--- src/rtl/xor_descr_pkg.sv ---
// ----------------------------------------------------------------------------
// xor_descr_pkg
// Shared definitions for the XOR descrambler and its matching scrambler:
//   POLY_DEFAULT  - Galois feedback taps of the 32-bit keystream LFSR
//   ZERO_SEED_SUB - value loaded instead of an all-zero seed, because an
//                   all-zero LFSR never leaves zero
//   state_e       - sequencing state of the descrambler
//   lfsr_step1    - single Galois step, for reference and reuse
// ----------------------------------------------------------------------------
package xor_descr_pkg;

    localparam int          LFSR_WIDTH    = 32;
    localparam logic [31:0] POLY_DEFAULT  = 32'h04C1_1DB7;
    localparam logic [31:0] ZERO_SEED_SUB = 32'hFFFF_FFFF;

    typedef enum logic {
        UNSEEDED = 1'b0,
        RUN      = 1'b1
    } state_e;

    // One Galois step: shift left, fold the bit shifted out back in through the taps.
    function automatic logic [31:0] lfsr_step1(input logic [31:0] s,
                                               input logic [31:0] poly);
        lfsr_step1 = {s[30:0], 1'b0} ^ (s[31] ? poly : 32'h0);
    endfunction

endpackage

--- src/rtl/xor_descrambler_lfsr_step32.sv ---
// ----------------------------------------------------------------------------
// lfsr_step32
// Purely combinational advance of a 32-bit Galois LFSR by 32 steps, i.e. one
// full keystream word. Shared between the scrambler and the descrambler so
// both sides are guaranteed to walk the same sequence.
//
// Parameters:
//   POLY  - Galois feedback taps
// Ports:
//   s_i   in  32  current LFSR state
//   s_o   out 32  state after 32 steps
// ----------------------------------------------------------------------------
module lfsr_step32
    import xor_descr_pkg::*;
#(
    parameter logic [31:0] POLY = POLY_DEFAULT
) (
    input  logic [31:0] s_i,
    output logic [31:0] s_o
);

    always_comb begin
        s_o = s_i;
        for (int i = 0; i < 32; i++) begin
            s_o = lfsr_step1(s_o, POLY);
        end
    end

endmodule

--- src/rtl/xor_descrambler.sv ---
// ----------------------------------------------------------------------------
// xor_descrambler
// Streaming 32-bit additive descrambler. Each accepted word is XORed with the
// current LFSR state (the keystream word) and registered on the output; the
// LFSR then advances by 32 steps. Valid/ready on both sides, one output stage.
//
// Optional feature (compile-time macro XOR_DESCR_BYPASS_EN):
//   adds input port bypass; an accepted word with bypass=1 passes through
//   unchanged and the LFSR is not advanced.
//
// Parameters:
//   WIDTH     - data / LFSR width (only 32 supported)
//   POLY      - Galois feedback taps
// Ports:
//   clk        in   1   clock, rising edge
//   rst        in   1   synchronous active-high reset
//   seed_load  in   1   load LFSR from seed this cycle
//   seed       in   32  seed value (0 is replaced by all-ones)
//   in_valid   in   1   input word present
//   in_ready   out  1   input accepted this cycle
//   in_data    in   32  scrambled word
//   out_valid  out  1   output word present
//   out_ready  in   1   consumer accepts output
//   out_data   out  32  descrambled word
//   locked     out  1   a seed has been loaded since reset
//   bypass     in   1   (XOR_DESCR_BYPASS_EN only) pass word through unchanged
//
// State table
//   state    | meaning
//   UNSEEDED | after reset, no keystream yet; input is never accepted
//   RUN      | seeded; words are accepted and descrambled
// ----------------------------------------------------------------------------
module xor_descrambler
    import xor_descr_pkg::*;
#(
    parameter int          WIDTH = 32,
    parameter logic [31:0] POLY  = POLY_DEFAULT
) (
    input  logic             clk,
    input  logic             rst,
    input  logic             seed_load,
    input  logic [WIDTH-1:0] seed,
    input  logic             in_valid,
    output logic             in_ready,
    input  logic [WIDTH-1:0] in_data,
    output logic             out_valid,
    input  logic             out_ready,
    output logic [WIDTH-1:0] out_data,
    output logic             locked
`ifdef XOR_DESCR_BYPASS_EN
    ,
    input  logic             bypass
`endif
);

    state_e           state_q, state_d;
    logic [WIDTH-1:0] lfsr_q, lfsr_d;
    logic [WIDTH-1:0] lfsr_adv;
    logic             out_valid_q, out_valid_d;
    logic [WIDTH-1:0] out_data_q, out_data_d;
    logic             accept;
    logic             drain;
    logic             pass_through;

    lfsr_step32 #(
        .POLY (POLY)
    ) u_step32 (
        .s_i (lfsr_q),
        .s_o (lfsr_adv)
    );

`ifdef XOR_DESCR_BYPASS_EN
    assign pass_through = bypass;
`else
    assign pass_through = 1'b0;
`endif

    // The output slot frees up either when it is empty or when it drains this
    // cycle, so a full slot can be refilled back-to-back. Seed load blocks
    // accept so a word never sees a half-updated keystream.
    assign in_ready = (state_q == RUN) && !seed_load && (!out_valid_q || out_ready);
    assign accept   = in_valid && in_ready;
    assign drain    = out_valid_q && out_ready;

    always_comb begin
        state_d     = state_q;
        lfsr_d      = lfsr_q;
        out_valid_d = out_valid_q;
        out_data_d  = out_data_q;

        // accept is never true together with seed_load, so the two LFSR
        // updates below are mutually exclusive.
        if (seed_load) begin
            state_d = RUN;
            lfsr_d  = (seed == '0) ? ZERO_SEED_SUB : seed;
        end

        if (accept) begin
            out_valid_d = 1'b1;
            if (pass_through) begin
                out_data_d = in_data;
            end else begin
                out_data_d = in_data ^ lfsr_q;
                lfsr_d     = lfsr_adv;
            end
        end else if (drain) begin
            out_valid_d = 1'b0;
        end
    end

    always_ff @(posedge clk) begin
        if (rst) begin
            state_q     <= UNSEEDED;
            lfsr_q      <= '0;
            out_valid_q <= 1'b0;
            out_data_q  <= '0;
        end else begin
            state_q     <= state_d;
            lfsr_q      <= lfsr_d;
            out_valid_q <= out_valid_d;
            out_data_q  <= out_data_d;
        end
    end

    assign out_valid = out_valid_q;
    assign out_data  = out_data_q;
    assign locked    = (state_q == RUN);

endmodule

--- config.mk ---
export PLATFORM = sky130hd
export DESIGN_NAME = xor_descrambler
export DESIGN_NICKNAME = d
export VERILOG_FILES = /design/src/rtl/xor_descr_pkg.sv /design/src/rtl/xor_descrambler_lfsr_step32.sv /design/src/rtl/xor_descrambler.sv
export SDC_FILE = /design/constraint.sdc
export NUM_CORES = 1
export LEC_CHECK = 0
export BUFFER_PORTS_ARGS = -buffer_cell sky130_fd_sc_hd__buf_2
export CORE_UTILIZATION = 55
export CTS_BUF_LIST = sky130_fd_sc_hd__clkbuf_8
export DETAILED_ROUTE_END_ITERATION = 16
export PLACE_DENSITY_LB_ADDON = 0.15
export SLEW_MARGIN = 20
export SYNTH_ARGS = -nofsm -noshare
export SYNTH_HDL_FRONTEND = slang
export SYNTH_HIERARCHICAL = 1
export SYNTH_SLANG_ARGS = --single-unit
--- constraint.sdc ---
create_clock -name clk -period 4.3 [get_ports clk]
set_input_delay 0.645 -clock clk [delete_from_list [all_inputs] [get_ports clk]]
set_output_delay 0.645 -clock clk [all_outputs]
set_load 0.02 [all_outputs]
==> impl_metrics.json <==
{
  "status": "finished clean",
  "maxCapViolations": 0,
  "critPathTopFamily": "XOR/XNOR gates",
  "setup_tns_ns": 0,
  "num_rows": 38,
  "r2r_slack_ns": 0.52,
  "io_buffers": 103,
  "cts-resized-gates": 0,
  "syn_area_mm2": 0.006135,
  "synth_fp_nets": 656,
  "antenna_cells": 0,
  "clkSinkCount": 66,
  "dieArea_mm2": 0.01158,
  "yosys.area_share.adder_pct": 0,
  "htreeDepth": 3,
  "syn_avg_cell_area_um2": 10.45,
  "ys_warn_count": 6,
  "yosys.area_share.xor_xnor_pct": 52.82,
  "crit_buf_inv": 0,
  "finalNetCount": 739,
  "tightestPinTransition_ns": 1.029,
  "initial_core_util_pct": 56.59,
  "slowest_stage": "dfxtp_1",
  "slew_violations": 0,
  "die_w_um": 107.6,
  "synth_mux_area_share_pct": 0,
  "gr-usage-all-layers_pct": 29.73,
  "yosysUniqueCellTypes": 33,
  "hold_viol_final": 0,
  "synth-seq-cells": 66,
  "area_growth_pct": 12.28,
  "grt_pass1_wl_um": 25250,
  "grt_setup_unrepaired": "false",
  "finalSetupViolCount": 0,
  "layout_common_cells": "xnor2_1 (171), buf_2 (103), dfxtp_1 (66)",
  "fmax_mhz": 264.7,
  "multiInputGateArea_mm2": 0.004474,
  "route.antenna.remaining_nets": 0,
  "drt_iter0_drc": 483,
  "holdCritPathClass": "flop to flop",
  "clk_latency_ns": 0.36,
  "crit_fanout": 8,
  "io-pin-count": 104,
  "core_area_mm2": 0.01084,
  "die_height_um": 107.6,
  "synth_top_area_share_pct": 24.41,
  "final_util_pct": 63.54,
  "start_kind": "flop",
  "synth-simple-area-share_pct": 5.711,
  "synth_area_leaders": "xnor2_1 (24%), dfxtp_1 (22%), a221oi_2 (7.3%), xnor3_1 (6.6%), xor2_1 (5.1%)",
  "clk_pin_slew_worst_paths_ns": 0.08,
  "finalWeightedCongestion": 0.9659,
  "crit_chain": "xnor2_2, xnor2_2, xnor3_1, xnor2_4, xnor2_2, xnor3_1, xor2_1, nand2_1, a221oi_2",
  "synth_top_area_cell": "xnor2_1",
  "post-route-period-util_pct": 87.86,
  "slew_headroom_pct": 31.37,
  "drc": 0,
  "cts_buffers": 9,
  "required_ns": 4.58,
  "clock_path_buffers": 2,
  "grt.overflow.total": 0,
  "root_buffer": "clkbuf_8",
  "dp_hpwl_um": 12720,
  "synthCells": 587,
  "synth_compound_area_share_pct": 14.38,
  "grt_max_degree": 47,
  "endpoint_kind": "flop",
  "cts_tree": "done",
  "drive_gt1_share_pct": 30.22,
  "crit_arrival_ns": 4.06,
  "antenna_found_initial": 0,
  "totalWireLength_um": 16290,
  "wl_per_cell_um": 19.99,
  "cts_hold_buffers": 0,
  "crit_type": "flop to flop",
  "dr_total_vias": 4535,
  "regArea_mm2": 0.001321,
  "post_cts_buffers": 0,
  "fin_skew_ns": 0.01343,
  "max_stage_delay_ns": 0.75,
  "grt_pass1_vias": 4290,
  "synth_seq_area_share_pct": 21.54,
  "final_common_cell": "xnor2_1",
  "dr.pass1.iters": 5,
  "viasPerCell": 5.564,
  "nFillCells": 918,
  "min_period_ns": 3.778,
  "synth_top_family_by_area": "XOR/XNOR gates",
  "cp_common_cell": "xnor2_2"
}
-- worst paths after layout --
check,endpoint,start,depth (start not counted)
setup / recovery,lfsr_q[14]$_SDFFE_PP0P_,lfsr_q[29]$_SDFFE_PP0P_,9
hold / removal,out_data[30]$_SDFFE_PP0P_,out_data[30]$_SDFFE_PP0P_,2
setup reg to reg,lfsr_q[14]$_SDFFE_PP0P_,lfsr_q[29]$_SDFFE_PP0P_,9
hold reg to reg,out_data[30]$_SDFFE_PP0P_,out_data[30]$_SDFFE_PP0P_,2
-- stage by stage --
| step | hold slack [ns] | instances | setup WS (ns) | instance area, um2 |
|---|---|---|---|---|
| finish | 0.4985 | 815 | 0.5222 | 6888 |
| global route | 0.5211 | 815 | 0.3820 | 6888 |
| CTS | 0.4986 | 815 | 0.5675 | 6888 |
| detailed placement | 0.4890 | 799 | 0.5566 | 6659 |
| global placement | 0.4855 | 799 | 0.5818 | 6659 |
| floorplan | 0.5506 | 587 | 1.197 | 6135 |
-- area by class of cell --
| class | count | area share [%] |
|---|---|---|
| clock inverter | 5 | 1.126 |
| timing repair buffer | 110 | 8.247 |
| multi-input combinational | 451 | 64.96 |
| inverter | 32 | 1.744 |
| clock buffer | 11 | 2.198 |
| tap | 140 | 2.543 |
| sequential | 66 | 19.18 |
-- registers in the layout, indices dropped and copies added, names as in the netlist --
name       count
out_data      32
out_valid      1
lfsr_q        32
locked         1
-- metal layers --
| metal | vias to the layer above | part of all wire (%) | track usage, % |
|---|---|---|---|
| met3 | 28 | 6.4 | 4.540 |
| met1 | 2194 | 46 | 43.24 |
| met2 | 179 | 45 | 43.73 |
| met4 | 0 | 2.9 | 11.94 |
| li1 | 2134 | - | - |
| met5 | - | 0 | 0 |
-- logic make-up after synthesis --
group,Yosys count
AO/OA/AOI/OAI,98
XOR/XNOR,273
buffers and inverters,70
flip-flops,66
AND/OR/NAND/NOR,80
-- worst register-to-register path, stage by stage (launching register included) --
cell,delay [ns]
dfxtp_1,0.75
xnor2_2,0.20
xnor2_2,0.48
xnor3_1,0.69
xnor2_4,0.25
xnor2_2,0.39
xnor3_1,0.50
xor2_1,0.15
nand2_1,0.08
a221oi_2,0.23
-- synth_stat cells --
library cell and n:
xnor2_1 171, dfxtp_1 66, xor2_1 36, nor2_1 34
a211oi_1 32, inv_1 32, nand2_1 32, o21ai_0 32
a221oi_2 30, xnor3_1 18, xnor2_2 16, buf_2 12
clkbuf_1 12, xnor2_4 10, xnor3_2 8, nor4_1 7
xor2_2 7, buf_4 6, buf_6 5, xor2_4 4
a221oi_1 2, clkbuf_2 2, nand4_1 2, xor3_1 2
a21oi_1 1, and3b_1 1, and4b_1 1, buf_1 1
nand2b_1 1, nand4b_1 1, nor4_2 1, o21a_2 1
xor3_2 1
Power is not shown: default switching activity piles up to over one toggle a cycle in this logic, so the estimate is an artifact.
